--- config.mk ---
export PLATFORM = sky130hd
export DESIGN_NAME = pwm_center_multi_flat
export DESIGN_NICKNAME = d
export VERILOG_FILES = /design/src/rtl/pwm_pkg.sv /design/src/rtl/pwm_center_multi_if.sv /design/src/rtl/pwm_delay_line.sv /design/src/rtl/pwm_center_multi.sv /design/src/flat_wrapper.sv
export SDC_FILE = /design/constraint.sdc
export NUM_CORES = 1
export LEC_CHECK = 0
export BUFFER_PORTS_ARGS = -buffer_cell sky130_fd_sc_hd__buf_2
export CAP_MARGIN = 20
export CORE_ASPECT_RATIO = 1.25
export CORE_MARGIN = 10
export CORE_UTILIZATION = 50
export DETAILED_ROUTE_END_ITERATION = 12
export PLACE_DENSITY = 0.72
export SYNTH_ARGS = -nofsm -noshare
export SYNTH_HDL_FRONTEND = slang
export SYNTH_SLANG_ARGS = --single-unit
--- constraint.sdc ---
create_clock -name Clock -period 5.9 [get_ports Clock]
set_input_delay 1.18 -clock Clock [delete_from_list [all_inputs] [get_ports Clock]]
set_output_delay 1.18 -clock Clock [all_outputs]
set_load 0.005 [all_outputs]
--- src/rtl/pwm_pkg.sv ---
// Shared types and helpers for the center-aligned multi-channel PWM.
// Latency: n/a (types, constants and a combinational helper only).
// Backpressure: n/a.
package pwm_pkg;

    // Shadow periods below this are stretched so the triangle never stalls.
    localparam int MIN_PERIOD = 2;

    typedef enum logic {
        DIR_UP   = 1'b0,
        DIR_DOWN = 1'b1
    } dir_t;

    // Phase-load clamp: a requested phase never lands above the active peak.
    function automatic logic [31:0] clamp_load(input logic [31:0] load,
                                               input logic [31:0] per_sh);
        return (load > per_sh) ? per_sh : load;
    endfunction

endpackage

--- src/rtl/pwm_center_multi_if.sv ---
// Register-bank / pad-side bundle of the center-aligned PWM.
// Latency: n/a (wires only).
// Backpressure: none; plain levels, no handshakes.
// Ports: Period, Duty (CHANNELS x WIDTH packed), Load, Load_en in;
//        PWM_o, Delayed_o (CHANNELS) and Valley_o out.
interface pwm_center_multi_if #(
    parameter int WIDTH    = 12,
    parameter int CHANNELS = 4
);
    logic [WIDTH-1:0]          Period;
    logic [CHANNELS*WIDTH-1:0] Duty;
    logic [WIDTH-1:0]          Load;
    logic                      Load_en;
    logic [CHANNELS-1:0]       PWM_o;
    logic [CHANNELS-1:0]       Delayed_o;
    logic                      Valley_o;

    modport master (
        output Period, Duty, Load, Load_en,
        input  PWM_o, Delayed_o, Valley_o
    );

    modport slave (
        input  Period, Duty, Load, Load_en,
        output PWM_o, Delayed_o, Valley_o
    );
endinterface

--- src/rtl/pwm_delay_line.sv ---
// Fixed delay of a WIDTH-bit vector by DEPTH cycles in a circular buffer.
// Latency: exactly DEPTH cycles; output masked to 0 until DEPTH writes after reset.
// Backpressure: none; one read and one write every cycle.
// Ports: clk_i, rst_n_i (sync, active-low), din_i in; dout_o out.
module pwm_delay_line #(
    parameter int WIDTH = 4,
    parameter int DEPTH = 16
) (
    input  logic             clk_i,
    input  logic             rst_n_i,
    input  logic [WIDTH-1:0] din_i,
    output logic [WIDTH-1:0] dout_o
);
    localparam int PW = $clog2(DEPTH);

    logic [WIDTH-1:0] mem_q [DEPTH];
    logic [PW-1:0]    ptr_q, ptr_d;
    logic [PW:0]      fill_q, fill_d;
    logic             filled;

    always_comb begin
        ptr_d  = ptr_q + PW'(1);
        filled = (fill_q == (PW+1)'(DEPTH));
        fill_d = filled ? fill_q : fill_q + (PW+1)'(1);
        // Read happens before this cycle's write lands, so the slot still
        // holds the sample written DEPTH cycles ago.
        dout_o = filled ? mem_q[ptr_q] : '0;
    end

    always_ff @(posedge clk_i) begin
        if (!rst_n_i) begin
            ptr_q  <= '0;
            fill_q <= '0;
        end else begin
            ptr_q  <= ptr_d;
            fill_q <= fill_d;
        end
    end

    // Storage is deliberately not reset; the fill mask hides stale contents.
    always_ff @(posedge clk_i) begin
        mem_q[ptr_q] <= din_i;
    end
endmodule

--- src/rtl/pwm_center_multi.sv ---
// Multi-channel center-aligned PWM: shared triangle counter, per-channel duty
// compare double-buffered at the valley, synchronised phase load, and an
// optional fixed-delay copy of the outputs (built only with PWM_DELAY_EN).
// Latency: counter to PWM_o 1 cycle; Load_en pad edge to counter 3 edges.
// Backpressure: none; Period/Duty must be stable during the valley cycle.
// Ports: Clock, Reset_n (sync, active-low); bus (slave): Period, Duty, Load,
//        Load_en in; PWM_o, Delayed_o, Valley_o out.
module pwm_center_multi
    import pwm_pkg::*;
#(
    parameter int WIDTH       = 12,
    parameter int CHANNELS    = 4,
    parameter int DELAY_DEPTH = 16
) (
    input  logic              Clock,
    input  logic              Reset_n,
    pwm_center_multi_if.slave bus
);
    localparam logic [WIDTH-1:0] ONE  = WIDTH'(1);
    localparam logic [WIDTH-1:0] PMIN = WIDTH'(MIN_PERIOD);

    logic [WIDTH-1:0]                cnt_q, cnt_d;
    dir_t                            dir_q, dir_d;
    logic [WIDTH-1:0]                per_sh_q, per_sh_d, per_eff, load_val;
    logic [CHANNELS-1:0][WIDTH-1:0]  duty_sh_q, duty_sh_d;
    logic [CHANNELS-1:0]             pwm_q, pwm_d;
    logic                            valley_q, valley_d;
    logic                            sync1_q, sync2_q, edge_q;
    logic                            load_fire, shadow_ld;

    if (DELAY_DEPTH < 2 || (DELAY_DEPTH & (DELAY_DEPTH - 1)) != 0) begin : g_bad_depth
        $error("DELAY_DEPTH must be a power of two and at least 2");
    end

    always_comb begin
        load_fire = sync2_q & ~edge_q;
        load_val  = WIDTH'(clamp_load(32'(bus.Load), 32'(per_sh_q)));
        per_eff   = (per_sh_q < PMIN) ? PMIN : per_sh_q;

        cnt_d = cnt_q;
        dir_d = dir_q;
        if (cnt_q > per_eff) begin
            // Period shrank or a load overshot: walk down until back in range.
            dir_d = DIR_DOWN;
            cnt_d = cnt_q - ONE;
        end else if (dir_q == DIR_UP) begin
            if (cnt_q >= per_eff) begin
                dir_d = DIR_DOWN;
                cnt_d = cnt_q - ONE;
            end else begin
                cnt_d = cnt_q + ONE;
            end
        end else begin
            if (cnt_q == '0) begin
                dir_d = DIR_UP;
                cnt_d = cnt_q + ONE;
            end else begin
                cnt_d = cnt_q - ONE;
            end
        end
        if (load_fire) begin
            cnt_d = load_val;
            dir_d = dir_q;
        end

        // A load coinciding with the valley overrides it unless it lands on 0.
        shadow_ld = (cnt_q == '0) && (!load_fire || load_val == '0);
        per_sh_d  = shadow_ld ? bus.Period : per_sh_q;
        duty_sh_d = shadow_ld ? bus.Duty   : duty_sh_q;
        valley_d  = shadow_ld;

        // Compare against the next shadow so the valley output cycle already
        // reflects freshly latched duties.
        pwm_d = '0;
        for (int i = 0; i < CHANNELS; i++) begin
            pwm_d[i] = (cnt_q < duty_sh_d[i]);
        end
    end

    always_ff @(posedge Clock) begin
        if (!Reset_n) begin
            cnt_q     <= '0;
            dir_q     <= DIR_UP;
            per_sh_q  <= '0;
            duty_sh_q <= '0;
            pwm_q     <= '0;
            valley_q  <= 1'b0;
            sync1_q   <= 1'b0;
            sync2_q   <= 1'b0;
            edge_q    <= 1'b0;
        end else begin
            cnt_q     <= cnt_d;
            dir_q     <= dir_d;
            per_sh_q  <= per_sh_d;
            duty_sh_q <= duty_sh_d;
            pwm_q     <= pwm_d;
            valley_q  <= valley_d;
            sync1_q   <= bus.Load_en;
            sync2_q   <= sync1_q;
            edge_q    <= sync2_q;
        end
    end

    assign bus.PWM_o    = pwm_q;
    assign bus.Valley_o = valley_q;

`ifdef PWM_DELAY_EN
    pwm_delay_line #(
        .WIDTH (CHANNELS),
        .DEPTH (DELAY_DEPTH)
    ) u_delay (
        .clk_i   (Clock),
        .rst_n_i (Reset_n),
        .din_i   (pwm_q),
        .dout_o  (bus.Delayed_o)
    );
`else
    assign bus.Delayed_o = '0;
`endif
endmodule

--- src/flat_wrapper.sv ---
// flat-port wrapper written by rule: the top's interface ports become plain ports
module pwm_center_multi_flat import pwm_pkg::*;
#(
    parameter int WIDTH       = 12,
    parameter int CHANNELS    = 4,
    parameter int DELAY_DEPTH = 16
)
  (Clock, Reset_n, bus_Period, bus_Duty, bus_Load, bus_Load_en, bus_PWM_o, bus_Delayed_o, bus_Valley_o);
  pwm_center_multi_if #(.WIDTH(WIDTH), .CHANNELS(CHANNELS)) bus_i ();
  input  logic Clock;
  input  logic Reset_n;
  input wire logic [$bits(bus_i.Period)-1:0] bus_Period;
  input wire logic [$bits(bus_i.Duty)-1:0] bus_Duty;
  input wire logic [$bits(bus_i.Load)-1:0] bus_Load;
  input wire logic [$bits(bus_i.Load_en)-1:0] bus_Load_en;
  output wire logic [$bits(bus_i.PWM_o)-1:0] bus_PWM_o;
  output wire logic [$bits(bus_i.Delayed_o)-1:0] bus_Delayed_o;
  output wire logic [$bits(bus_i.Valley_o)-1:0] bus_Valley_o;
  assign bus_i.Period = bus_Period;
  assign bus_i.Duty = bus_Duty;
  assign bus_i.Load = bus_Load;
  assign bus_i.Load_en = bus_Load_en;
  assign bus_PWM_o = bus_i.PWM_o;
  assign bus_Delayed_o = bus_i.Delayed_o;
  assign bus_Valley_o = bus_i.Valley_o;
  pwm_center_multi #(.WIDTH(WIDTH), .CHANNELS(CHANNELS), .DELAY_DEPTH(DELAY_DEPTH)) u_core (.Clock(Clock), .Reset_n(Reset_n), .bus(bus_i));
endmodule
## Word level (Yosys, flattened, before mapping)

Cells that the tools add are included.

| word-level totals | value |
|---|---|
| RAM bits | 0 |
| bits in read-only memories | 0 |
| output and inout port bits | 9 |
| register bits | 81 |
| logic and storage cells | 41 |
| memories kept | 0 |
| bits in latches | 0 |

| cells by class | value |
|---|---|
| add/subtract/negate cells | 2 |
| divide/modulo/power cells | 0 |
| eq/ne operators | 0 |
| reductions and logical operators | 5 |
| bitwise logic cells | 2 |
| shift-type cells | 0 |
| mux-type cells | 12 |
| $lt $le $gt $ge | 8 |
| $mul | 0 |

Operators with widths:

| kind | count |
|---|---|
| two-way mux 12 bit | 7 |
| less-than comparator 12 bit | 4 |
| two-way mux 48 bit | 1 |
| > comparator 12 bit | 2 |
| zero test 12 bit | 2 |
| adder 12 x 1 -> 12 bit (second input constant) | 1 |
| greater-or-equal comparator 12 bit | 1 |
| less-than comparator 12 x 2 -> 1 bit (second input constant) | 1 |
| subtractor 12 x 1 -> 12 bit (second input constant) | 1 |
| two-way mux 1 bit | 4 |
| AND 1 bit | 1 |
| logical AND 1 bit | 1 |
| zero test 1 bit | 1 |
| logical OR 1 bit | 1 |
| inverter 1 bit | 1 |

## Logic depth before layout (Yosys ltp)

Gate-level depths: netlist of the first run.

| logic depth | value |
|---|---|
| depth after elaboration | 7 |
| mapped depth | 18 |
| mapped depth without buffers | 15 |

## Least setup slack after synthesis of the first run

No wires, ideal clock.

| timing path | value |
|---|---|
| path kind | input to register |
| start point | in bus_Load[1] |
| end point | reg u_core.pwm_q[2], in the netlist u_core.bus.PWM_o[2] |
| slack | 1.117 ns |
| path buffers | 2 |
| stages | 15 |
| setup time | 0.129 ns |
| data arrival time | 4.654 ns |
| cells stage by stage | ha_1 > nor2b_1 > o211ai_1 > a211oi_1 > o31a_1 > clkbuf_1 > clkbuf_1 > o211ai_1 > and2_1 > ha_1 > nand4_1 > or3_1 > o2111a_1 > o311ai_1 > nand3_1 |

| between the ends | value |
|---|---|
| cells in the longest elaborated chain, start to end | 7 |

RTL lines:

| element | RTL line | text |
|---|---|---|
| start: declaration | flat_wrapper.sv:14 | `input wire logic [$bits(bus_i.Load)-1:0] bus_Load;` |
| > comparator 12 bit | pwm_pkg.sv:17 | `return (load > per_sh) ? per_sh : load;` |
| two-way mux 12 bit (*) | pwm_pkg.sv:17 |  |
| zero test 12 bit (*) | pwm_center_multi.sv:67 | `shadow_ld = (cnt_q == '0) && (!load_fire \|\| load_val == '0);` |
| logical OR 1 bit (*) | pwm_center_multi.sv:67 |  |
| logical AND 1 bit (*) | pwm_center_multi.sv:67 |  |
| two-way mux 48 bit (*) | pwm_center_multi.sv:69 | `duty_sh_d = shadow_ld ? bus.Duty : duty_sh_q;` |
| less-than comparator 12 bit (*) | pwm_center_multi.sv:76 | `pwm_d[i] = (cnt_q < duty_sh_d[i]);` |
| end signal: assignment | pwm_center_multi.sv:96 | `pwm_q <= pwm_d;` |
| end: declaration | pwm_center_multi.sv:26 | `logic [CHANNELS-1:0] pwm_q, pwm_d;` |

Every way passes the cells marked *; elsewhere a longest branch is shown, timed or not.
A chain may end at the register's enable or synchronous reset.

## Worst setup path after layout of the first run

| timing path | value |
|---|---|
| start point | reg u_core.cnt_q[0] |
| end point | reg u_core.pwm_q[0], in the netlist u_core.bus.PWM_o[0] |

| between the ends | value |
|---|---|
| cells in the longest elaborated chain, start to end | 4 |

RTL lines:

| element | RTL line | text |
|---|---|---|
| start: declaration | pwm_center_multi.sv:22 | `logic [WIDTH-1:0] cnt_q, cnt_d;` |
| start signal: assignment | pwm_center_multi.sv:92 | `cnt_q <= cnt_d;` |
| zero test 12 bit | pwm_center_multi.sv:67 |  |
| logical AND 1 bit | pwm_center_multi.sv:67 |  |
| two-way mux 48 bit | pwm_center_multi.sv:69 |  |
| less-than comparator 12 bit (*) | pwm_center_multi.sv:76 |  |

Marks and branches as above.

==> results.ini, run 1 <==
[critical_path]
worstReg2RegEnd = u_core.bus.PWM_o[0]
critPathRequiredTime_ns = 6.18
crit_path_end = u_core.bus.PWM_o[0]
crit_type = flop to flop
r2r_setup_slack_ns = 0.88
end_kind = flop
cp_num_cells = 16
cp-start-kind = flop
cp_top_family = simple AND/OR/NAND/NOR gates
worst_path_most_repeated_cell = ha_1
path_cells = inv_1 -> ha_1 -> or4b_2 -> or4_1 -> a21o_1 -> o31a_2 -> buf_4 -> o31ai_1 -> and2_1 -> ha_1 -> a21oi_1 -> o21ai_0 -> nor3_1 -> o211a_1 -> o2111ai_1 -> nand3_1
path_buf_inv = 2
startpoint = u_core.cnt_q[0]
r2r_cells = 16
slowest_delay_ns = 0.66
critical_path_peak_fanout = 49
critPathSlowestCell = or4b_2
crit_arrival_ns = 5.30
timing.rr.start = u_core.cnt_q[0]

[sta]
setup_tns_ns = 0
final-setup-viol-count = 0
whs_ns = 0.443
fin_crit_sh_pct = 85.1
slew_headroom_pct = 31.9
setup_slack_ns = 0.882
worstMarginPinSlew_ns = 1.02
hold_violations = 0
period_needed_ns = 5.02
slew_viol_final = 0
rsz0062_at_grt = false
fin_skew_ns = 0.0117
fmax_mhz = 199

[cells_and_area]
fill_cells = 1160
diodes = 0
layout.nets = 939
final_common_cell = a21oi_1
multiInputGateArea_sq_mm = 0.00419
area_delta_synth_final_pct = 11.7
final_util_pct = 57.3
regArea_sq_mm = 0.00162
layout.cells.most_common_list = a21oi_1, dfxtp_1, buf_2, ha_1, o211ai_1
final_cells = 963
drive_gt1_share_pct = 17.6

[synthesis]
yosysSeqAreaShare_pct = 25.9
synth_area_leader_cell = dfxtp_1
synth_top_area_share_pct = 25.9
synth.area.top_cells = dfxtp_1, ha_1, o211ai_1, o31ai_1, a21oi_1
syn_avg_cell_area_sq_um = 8.40
synthCells = 746
syn-cell-area_sq_mm = 0.00626
synth_cell_types = 61
ys_warn_count = 0
ys_ff_latch = 81
synth_edf_count = 0
ys.flop_type = dfxtp_1
postSynth.asyncResetShare_pct = 0

[global_route]
grt_pass1_wl_um = 31500
busiest_layer = met2
grt.met3_usage_pct = 4.57
grt_max_degree = 65
grtUsageTotal_pct = 21.9
grtUsageMet2_pct = 37.0
grt_pass1_vias = 6229
grt_overflow = 0
groute.layer.met1.usage_pct = 26.0
antenna_found_initial = 0

[die]
initial_utilization_pct = 51.3
fp.dieW_um = 120
num_io_pins = 84
core_area_sq_mm = 0.0122
die-height_um = 145
dieArea_sq_mm = 0.0174
rows = 45

[cts]
numCtsBuffers = 9
post_cts_buffers = 0
cts-root-buf = clkbuf_16
cts_tree = built
post_cts_resize_count = 0
path_clk_slew_ns = 0.06
cts_max_path_buffers = 2
ctsHtreeMaxLevel = 3
cts_sinks = 81
insertion_delay_ns = 0.35
holdBufCountCts = 0

[power]
p_leak_nw = 2.69
irDropWorstVdd_v = 0.000219
powerDensity_mw_per_mm2 = 582

[detailed_routing]
post-route-drc-count = 0
wl_per_cell_um = 20.4
first_iter_violations = 491
firstDrtPassIters = 5
wl_um = 19600
antenna_left = 0
viasPerCell = 6.47
num_vias = 6229

[job]
maxCapViolCount = 0

[placement]
dp_hpwl_um = 13700
io_buffers = 79
place.gp.congestion = 0.951
dp_cells = 946
pre_cts_slack_ns = 0.855

[hold_path]
hold_depth = 1
min_path_type = flop to flop

[outcome]
status = complete, no violations

-- cells in the mapped netlist, drive strengths merged, types with 14 or more instances --
cell type and count:
o31ai 68, nand3 17, nor2 26, o211ai 64
nand4 22, clkbuf 43, inv 33, ha 70
buf 21, and2 53, a21oi 84, nand2 15
a21o 14, dfxtp 81
-- stage by stage --
| step | power [W] | cell area (sq um) |
|---|---|---|
| finish | 0.00407 | 7000 |
| CTS | 0.00404 | 7000 |
| detailed placement | 0.00345 | 6700 |
| floorplan | 0.00289 | 6280 |
| global route | 0.00442 | 7000 |
| global placement | 0.00332 | 6700 |
-- power breakdown --
| group | internal (W) | leakage (nW) | total (W) | switching, W |
|---|---|---|---|---|
| sequential | 0.000724 | 0.661 | 0.000881 | 0.000157 |
| clock | 0.000330 | 0.139 | 0.000570 | 0.000241 |
| combinational | 0.00106 | 1.89 | 0.00262 | 0.00156 |
-- per-layer routing --
| layer | wire length, um | vias up |
|---|---|---|
| met1 | 8000 | 2992 |
| met4 | 723 | 0 |
| met3 | 1090 | 40 |
| met2 | 9810 | 222 |
| met5 | 0 | - |
| li1 | - | 2975 |
-- worst min-delay path by stage --
stage	endpoint	from	slack, ns
2_1_floorplan	u_core.sync2_q	u_core.sync1_q	0.41
3_3_place_gp	u_core.sync2_q	u_core.sync1_q	0.43
3_5_place_dp	u_core.sync2_q	u_core.sync1_q	0.43
4_1_cts	u_core.sync2_q	u_core.sync1_q	0.45
5_1_grt	u_core.sync2_q	u_core.sync1_q	0.46
6_report	u_core.sync2_q	u_core.sync1_q	0.44
-- cell families after synthesis --
group	after synthesis	synth area share, %
AO/OA/AOI/OAI	298	33.6
XOR/XNOR	1	0.140
adder cells (fa/ha/maj)	70	14.0
multiplexers	7	1.18
other	1	0.0599
flip-flops	81	25.9
AND/OR/NAND/NOR	190	17.5
buffers and inverters	98	7.73
-- registers in the layout, indices dropped and copies added, names as in the netlist, 4 cells and up --
register	cells
u_core.bus.PWM_o	4
u_core.cnt_q	12
u_core.duty_sh_q	48
u_core.per_sh_q	12
-- layout make-up --
type | instances | area share [%]
multi-input combinational | 570 | 59.8
sequential | 81 | 23.2
timing repair buffer | 98 | 8.01
clock buffer | 10 | 3.27
tap | 164 | 2.93
inverter | 34 | 1.82
clock inverter | 6 | 0.965
(Power assumes the default switching activity.)
==> run 2, diff against run 1 <==
CORE_UTILIZATION = 40   (was 50)
PLACE_DENSITY = 0.6   (was 0.72)
==> run 2 against run 1 <==
  * Utilization is 12 points lower
  * Final cell count up 4.6%
  * Largest power group unchanged
  * Largest cell class unchanged
  * Global-route usage down 2.6 points
  * Design area unchanged
  * Clock skew is 0.00075 ns lower
  * Critical path depth shrank 1
  * Register-to-register slack better by 0.12 ns
  * First-iteration DRC count is 1.6% higher
==> results.ini, run 2 (same netlist as run 1, synthesis figures left out) <==
[global_route]
grt_pass1_wl_um = 33300  ; +5.6%
grt_max_degree = 65  ; unchanged
grtUsageTotal_pct = 19.2  ; -2.6 points
antenna_found_initial = 0  ; unchanged
grt_pass1_vias = 6309  ; +1.3%
grt_overflow = 0  ; unchanged

[critical_path]
critical_path_peak_fanout = 34  ; -31%
r2r_cells = 15  ; -1
critPathSlowestCell = or4b_2
r2r_setup_slack_ns = 1.01  ; +0.12 ns
worst_path_most_repeated_cell = ha_1
worstReg2RegEnd = u_core.bus.PWM_o[3]
crit_arrival_ns = 5.11  ; -0.19 ns
path_cells = inv_1 -> ha_1 -> or4b_2 -> or4_1 -> a21o_1 -> o31ai_4 -> buf_4 -> o211ai_1 -> and2_1 -> ha_1 -> nand4_1 -> or3_1 -> o211a_1 -> o311ai_1 -> nand3_1
startpoint = u_core.cnt_q[0]
crit_type = flop to flop
cp_top_family = simple AND/OR/NAND/NOR gates
timing.rr.start = u_core.cnt_q[0]
critPathRequiredTime_ns = 6.11  ; -0.07 ns
end_kind = flop
path_buf_inv = 2  ; unchanged
slowest_delay_ns = 0.66  ; about the same
cp-start-kind = flop

[cells_and_area]
top_regs = u_core.duty_sh_q (48), u_core.cnt_q (12), u_core.per_sh_q (12)
diodes = 0  ; unchanged
top_register = u_core.duty_sh_q
layout.cells.most_common_list = a21oi_1, dfxtp_1, buf_2, ha_1, o211ai_1
drive_gt1_share_pct = 17.4  ; -0.29 points
largest_register_ffs = 48  ; unchanged
layout.nets = 935  ; -0.43%
final_common_cell = a21oi_1
fill_cells = 1559  ; +34%
final_cells = 1007  ; +4.6%
final_util_pct = 45.1  ; -12 points
area_delta_synth_final_pct = 11.7  ; unchanged

[detailed_routing]
firstDrtPassIters = 5  ; unchanged
viasPerCell = 6.17  ; -4.6%
first_iter_violations = 499  ; +1.6%
antenna_left = 0  ; unchanged
num_vias = 6213  ; -0.26%
wl_per_cell_um = 20.7  ; +1.7%
wl_um = 20900  ; +6.4%
post-route-drc-count = 0  ; unchanged

[die]
num_io_pins = 84  ; unchanged
initial_utilization_pct = 40.4  ; -11 points
core_area_sq_mm = 0.0155  ; +27%
rows = 51  ; +13%
die-height_um = 160  ; +10%
fp.dieW_um = 132  ; +9.8%
dieArea_sq_mm = 0.0211  ; +21%

[hold_path]
hold_depth = 1  ; unchanged
worstHoldEndpoint = u_core.sync2_q
min_path_type = flop to flop
min_from = u_core.sync1_q

[power]
p_total_w = 0.00406  ; -0.29%
p_int_w = 0.00208  ; -1.7%
powerDensity_mw_per_mm2 = 580  ; -0.29%
irDropWorstVdd_v = 0.000259  ; +18%
p_switching_w = 0.00198  ; +1.2%
p_leak_nw = 2.67  ; -0.90%
share_comb_of_total_power_pct = 63.9  ; -0.5 points
clkPwrFrac_pct = 12.8  ; -1.2 points
seqPwrFrac_pct = 23.2  ; +1.6 points
switching_share_pct = 48.8  ; +0.72 points

[placement]
io_buffers = 79  ; unchanged
place.gp.congestion = 0.912  ; -4.1%
dp_cells = 991  ; +4.8%
dp_hpwl_um = 14500  ; +5.3%

[sta]
hold_violations = 0  ; unchanged
fmax_mhz = 204  ; +2.5%
fin_skew_ns = 0.0110  ; -0.000753 ns
period_needed_ns = 4.89  ; -0.124 ns
rsz0062_at_grt = false
setup_tns_ns = 0  ; unchanged
slew_viol_final = 0  ; unchanged
fin_crit_sh_pct = 83.0  ; -2.1 points
final-setup-viol-count = 0  ; unchanged
slew_headroom_pct = 33.8  ; +1.9 points
worstMarginPinSlew_ns = 0.993  ; -0.0279 ns
whs_ns = 0.435  ; -0.00793 ns

[cts]
cts_tree = built
cts-root-buf = clkbuf_16
numCtsBuffers = 9  ; unchanged
post_cts_resize_count = 0  ; unchanged
insertion_delay_ns = 0.35  ; about the same
path_clk_slew_ns = 0.06  ; about the same
holdBufCountCts = 0  ; unchanged
cts_sinks = 81  ; unchanged
post_cts_buffers = 0  ; unchanged
cts_max_path_buffers = 2  ; unchanged
ctsHtreeMaxLevel = 3  ; unchanged

[outcome]
status = complete, no violations

[job]
maxCapViolCount = 0  ; unchanged

==> run 2: metrics by stage <==
stage / setup WS (ns) / instance area (sq um)
after floorplan: 1.12 / 6280
after global placement: 1.07 / 6740
after detailed placement: 0.989 / 6740
after CTS: 1.11 / 7000
after global routing: 0.833 / 7000
final: 1.01 / 7000
==> run 2: how the worst max path moves through the flow <==
stage	slack [ns]	to	cells past startpoint
floorplan	1.12	u_core.bus.PWM_o[2]	15
global placement	1.07	u_core.bus.PWM_o[1]	16
detailed placement	0.99	u_core.bus.PWM_o[1]	15
CTS	1.11	u_core.bus.PWM_o[1]	15
global route	0.83	u_core.bus.PWM_o[3]	15
finish	1.01	u_core.bus.PWM_o[3]	15
==> run 2: power groups by stage <==
stage / combinational (W) / clock (W) / sequential, W
2_1_floorplan: 0.00205 / 0 / 0.000843
3_3_place_gp: 0.00245 / 0 / 0.000943
3_5_place_dp: 0.00256 / 0 / 0.000949
4_1_cts: 0.00258 / 0.000533 / 0.000937
5_1_grt: 0.00292 / 0.000551 / 0.000958
6_report: 0.00260 / 0.000521 / 0.000944
==> run 2: final cells by class <==
cell class / count / area [sq um] / share of cell area, %
clock buffer: 10 / 229 / 3.27
clock inverter: 6 / 35.0 / 0.500
inverter: 34 / 128 / 1.82
multi-input combinational: 570 / 4190 / 59.8
sequential: 81 / 1620 / 23.2
tap: 212 / 265 / 3.79
timing repair buffer: 94 / 533 / 7.61
==> run 2: metal layers <==
metal,vias up,wire length (um),global-route usage [%]
met5,-,0,0
met4,0,483,7.04
met3,38,1070,3.26
met2,183,10500,34.0
met1,3021,8790,22.7
li1,2971,-,-
==> run 3, diff against run 2 <==
clock period = 5 ns   (was 5.9 ns; I/O delays follow)
==> run 3 against run 2 <==
  * Clock skew decreased by 0.0011 ns
  * Power increased by 20%
  * Sequential share of layout area decreased by 0.51 points
  * Utilization increased by 1.0 points
  * Fmax increased by 8.4%
  * Wire length increased by 0.75%
  * Combinational power increased by 26%
  * Clock-buffer cell count increased by 1
  * Non-clock buffer count increased by 15
  * Flip-flop and latch count unchanged
  * First-iteration DRC count decreased by 12%
  * Clock power increased by 21%
  * Critical path type unchanged
  * Critical endpoint is now u_core.bus.PWM_o[0]
  * Largest cell class unchanged
==> results.ini, run 3 (same netlist as run 1, synthesis figures left out) <==
[cells_and_area]
area_delta_synth_final_pct = 14.2
diodes = 0  ; unchanged
top_register = u_core.duty_sh_q
layout.cells.most_common_list = a21oi_1, dfxtp_1, buf_2, ha_1, o211ai_1
drive_gt1_share_pct = 18.8  ; +1.5 points
final_cells = 1020  ; +1.3%
largest_register_ffs = 48  ; unchanged
layout.nets = 950  ; +1.6%
final_util_pct = 46.2  ; +1.0 points
final_common_cell = a21oi_1
top_regs = u_core.duty_sh_q (48), u_core.cnt_q (12), u_core.per_sh_q (12)

[sta]
worstMarginPinSlew_ns = 1.02  ; +0.0234 ns
fin_skew_ns = 0.00994  ; -0.00105 ns
rsz0062_at_grt = false
setup_slack_ns = 0.483  ; -0.522 ns
fmax_mhz = 221  ; +8.4%
final-setup-viol-count = 0  ; unchanged
slew_viol_final = 0  ; unchanged
setup_tns_ns = 0  ; unchanged
fin_crit_sh_pct = 90.3  ; +7.4 points
hold_violations = 0  ; unchanged
period_needed_ns = 4.52  ; -0.378 ns
slew_headroom_pct = 32.2  ; -1.6 points

[power]
p_total_w = 0.00489  ; +20%
irDropWorstVdd_v = 0.000256  ; -0.84%
powerDensity_mw_per_mm2 = 684  ; +18%
p_leak_nw = 2.76  ; +3.4%

[placement]
pre_cts_slack_ns = 0.361  ; -0.628 ns
dp_cells = 1006  ; +1.5%
io_buffers = 79  ; unchanged
place.gp.congestion = 0.879  ; -3.6%
dp_hpwl_um = 14900  ; +3.1%

[cts]
cts-root-buf = clkbuf_16
numCtsBuffers = 9  ; unchanged
post_cts_resize_count = 0  ; unchanged
path_clk_slew_ns = 0.06  ; about the same
holdBufCountCts = 0  ; unchanged
insertion_delay_ns = 0.35  ; about the same
cts_sinks = 81  ; unchanged
ctsHtreeMaxLevel = 3  ; unchanged
cts_tree = built
cts_max_path_buffers = 2  ; unchanged
post_cts_buffers = 0  ; unchanged

[critical_path]
critical_path_peak_fanout = 40  ; +18%
r2r_cells = 15  ; unchanged
end_kind = flop
crit_type = flop to flop
critPathRequiredTime_ns = 5.22  ; -0.89 ns
cp-start-kind = flop
crit_arrival_ns = 4.74  ; -0.37 ns

[outcome]
status = complete, no violations

[global_route]
grt_pass1_vias = 6354  ; +0.71%
grt_max_degree = 65  ; unchanged
grt_pass1_wl_um = 33600  ; +1.2%
antenna_found_initial = 0  ; unchanged
grtUsageTotal_pct = 19.5  ; +0.29 points
grt_overflow = 0  ; unchanged

[die]
fp.dieW_um = 132  ; unchanged
num_io_pins = 84  ; unchanged
initial_utilization_pct = 40.4  ; unchanged
rows = 51  ; unchanged
die-height_um = 160  ; unchanged
dieArea_sq_mm = 0.0211  ; unchanged
core_area_sq_mm = 0.0155  ; unchanged

[detailed_routing]
firstDrtPassIters = 5  ; unchanged
first_iter_violations = 439  ; -12%
num_vias = 6273  ; +0.97%
wl_um = 21000  ; +0.75%
post-route-drc-count = 0  ; unchanged
wl_per_cell_um = 20.6  ; -0.53%
viasPerCell = 6.15  ; -0.32%
antenna_left = 0  ; unchanged

[hold_path]
hold_depth = 1  ; unchanged
min_path_type = flop to flop

[job]
maxCapViolCount = 0  ; unchanged

[run 3: path summary, 6_finish.rpt]
path                   startpoint  slack (ns)                   to
setup / recovery  u_core.cnt_q[1]        0.48  u_core.bus.PWM_o[0]
hold / removal     u_core.sync1_q        0.43       u_core.sync2_q
setup reg to reg  u_core.cnt_q[1]        0.48  u_core.bus.PWM_o[0]
hold reg to reg    u_core.sync1_q        0.43       u_core.sync2_q
[run 3: where the power goes]
group,switching (W),internal [W]
sequential,0.000135,0.000855
combinational,0.00195,0.00133
clock,0.000273,0.000356
[run 3: worst max-delay path: stages (launching register included)]
cell and delay [ns]:
dfxtp_1 0.31, inv_1 0.09, ha_1 0.20, or4b_2 0.66, or4_1 0.61, a21o_1 0.26, o31a_2 0.43, buf_12 0.23
o31ai_1 0.28, and2_1 0.19, ha_1 0.18, nand4_1 0.16, or3_1 0.39, o211a_1 0.15, o311ai_1 0.11, nand3_1 0.11
[run 3: final cells by class]
cell class	count	area [sq um]
fill	1524	8350
timing repair buffer	109	683
multi-input combinational	570	4190
inverter	34	128
clock buffer	11	253
sequential	81	1620
tap	212	265
clock inverter	3	17.5
[run 3: per-layer routing]
metal  track usage, %  vias up  wire [um]
li1                 -     3016          -
met1             23.0     2974       8490
met2             33.8      236      10600
met3             3.33       47       1180
met4             8.87        0        758
met5                0        -          0
[run 3: through the flow]
step,hold slack [ns],instance area [sq um]
2_1_floorplan,0.412,6280
3_3_place_gp,0.422,6890
3_5_place_dp,0.418,6890
4_1_cts,0.431,7160
5_1_grt,0.463,7160
6_report,0.430,7160
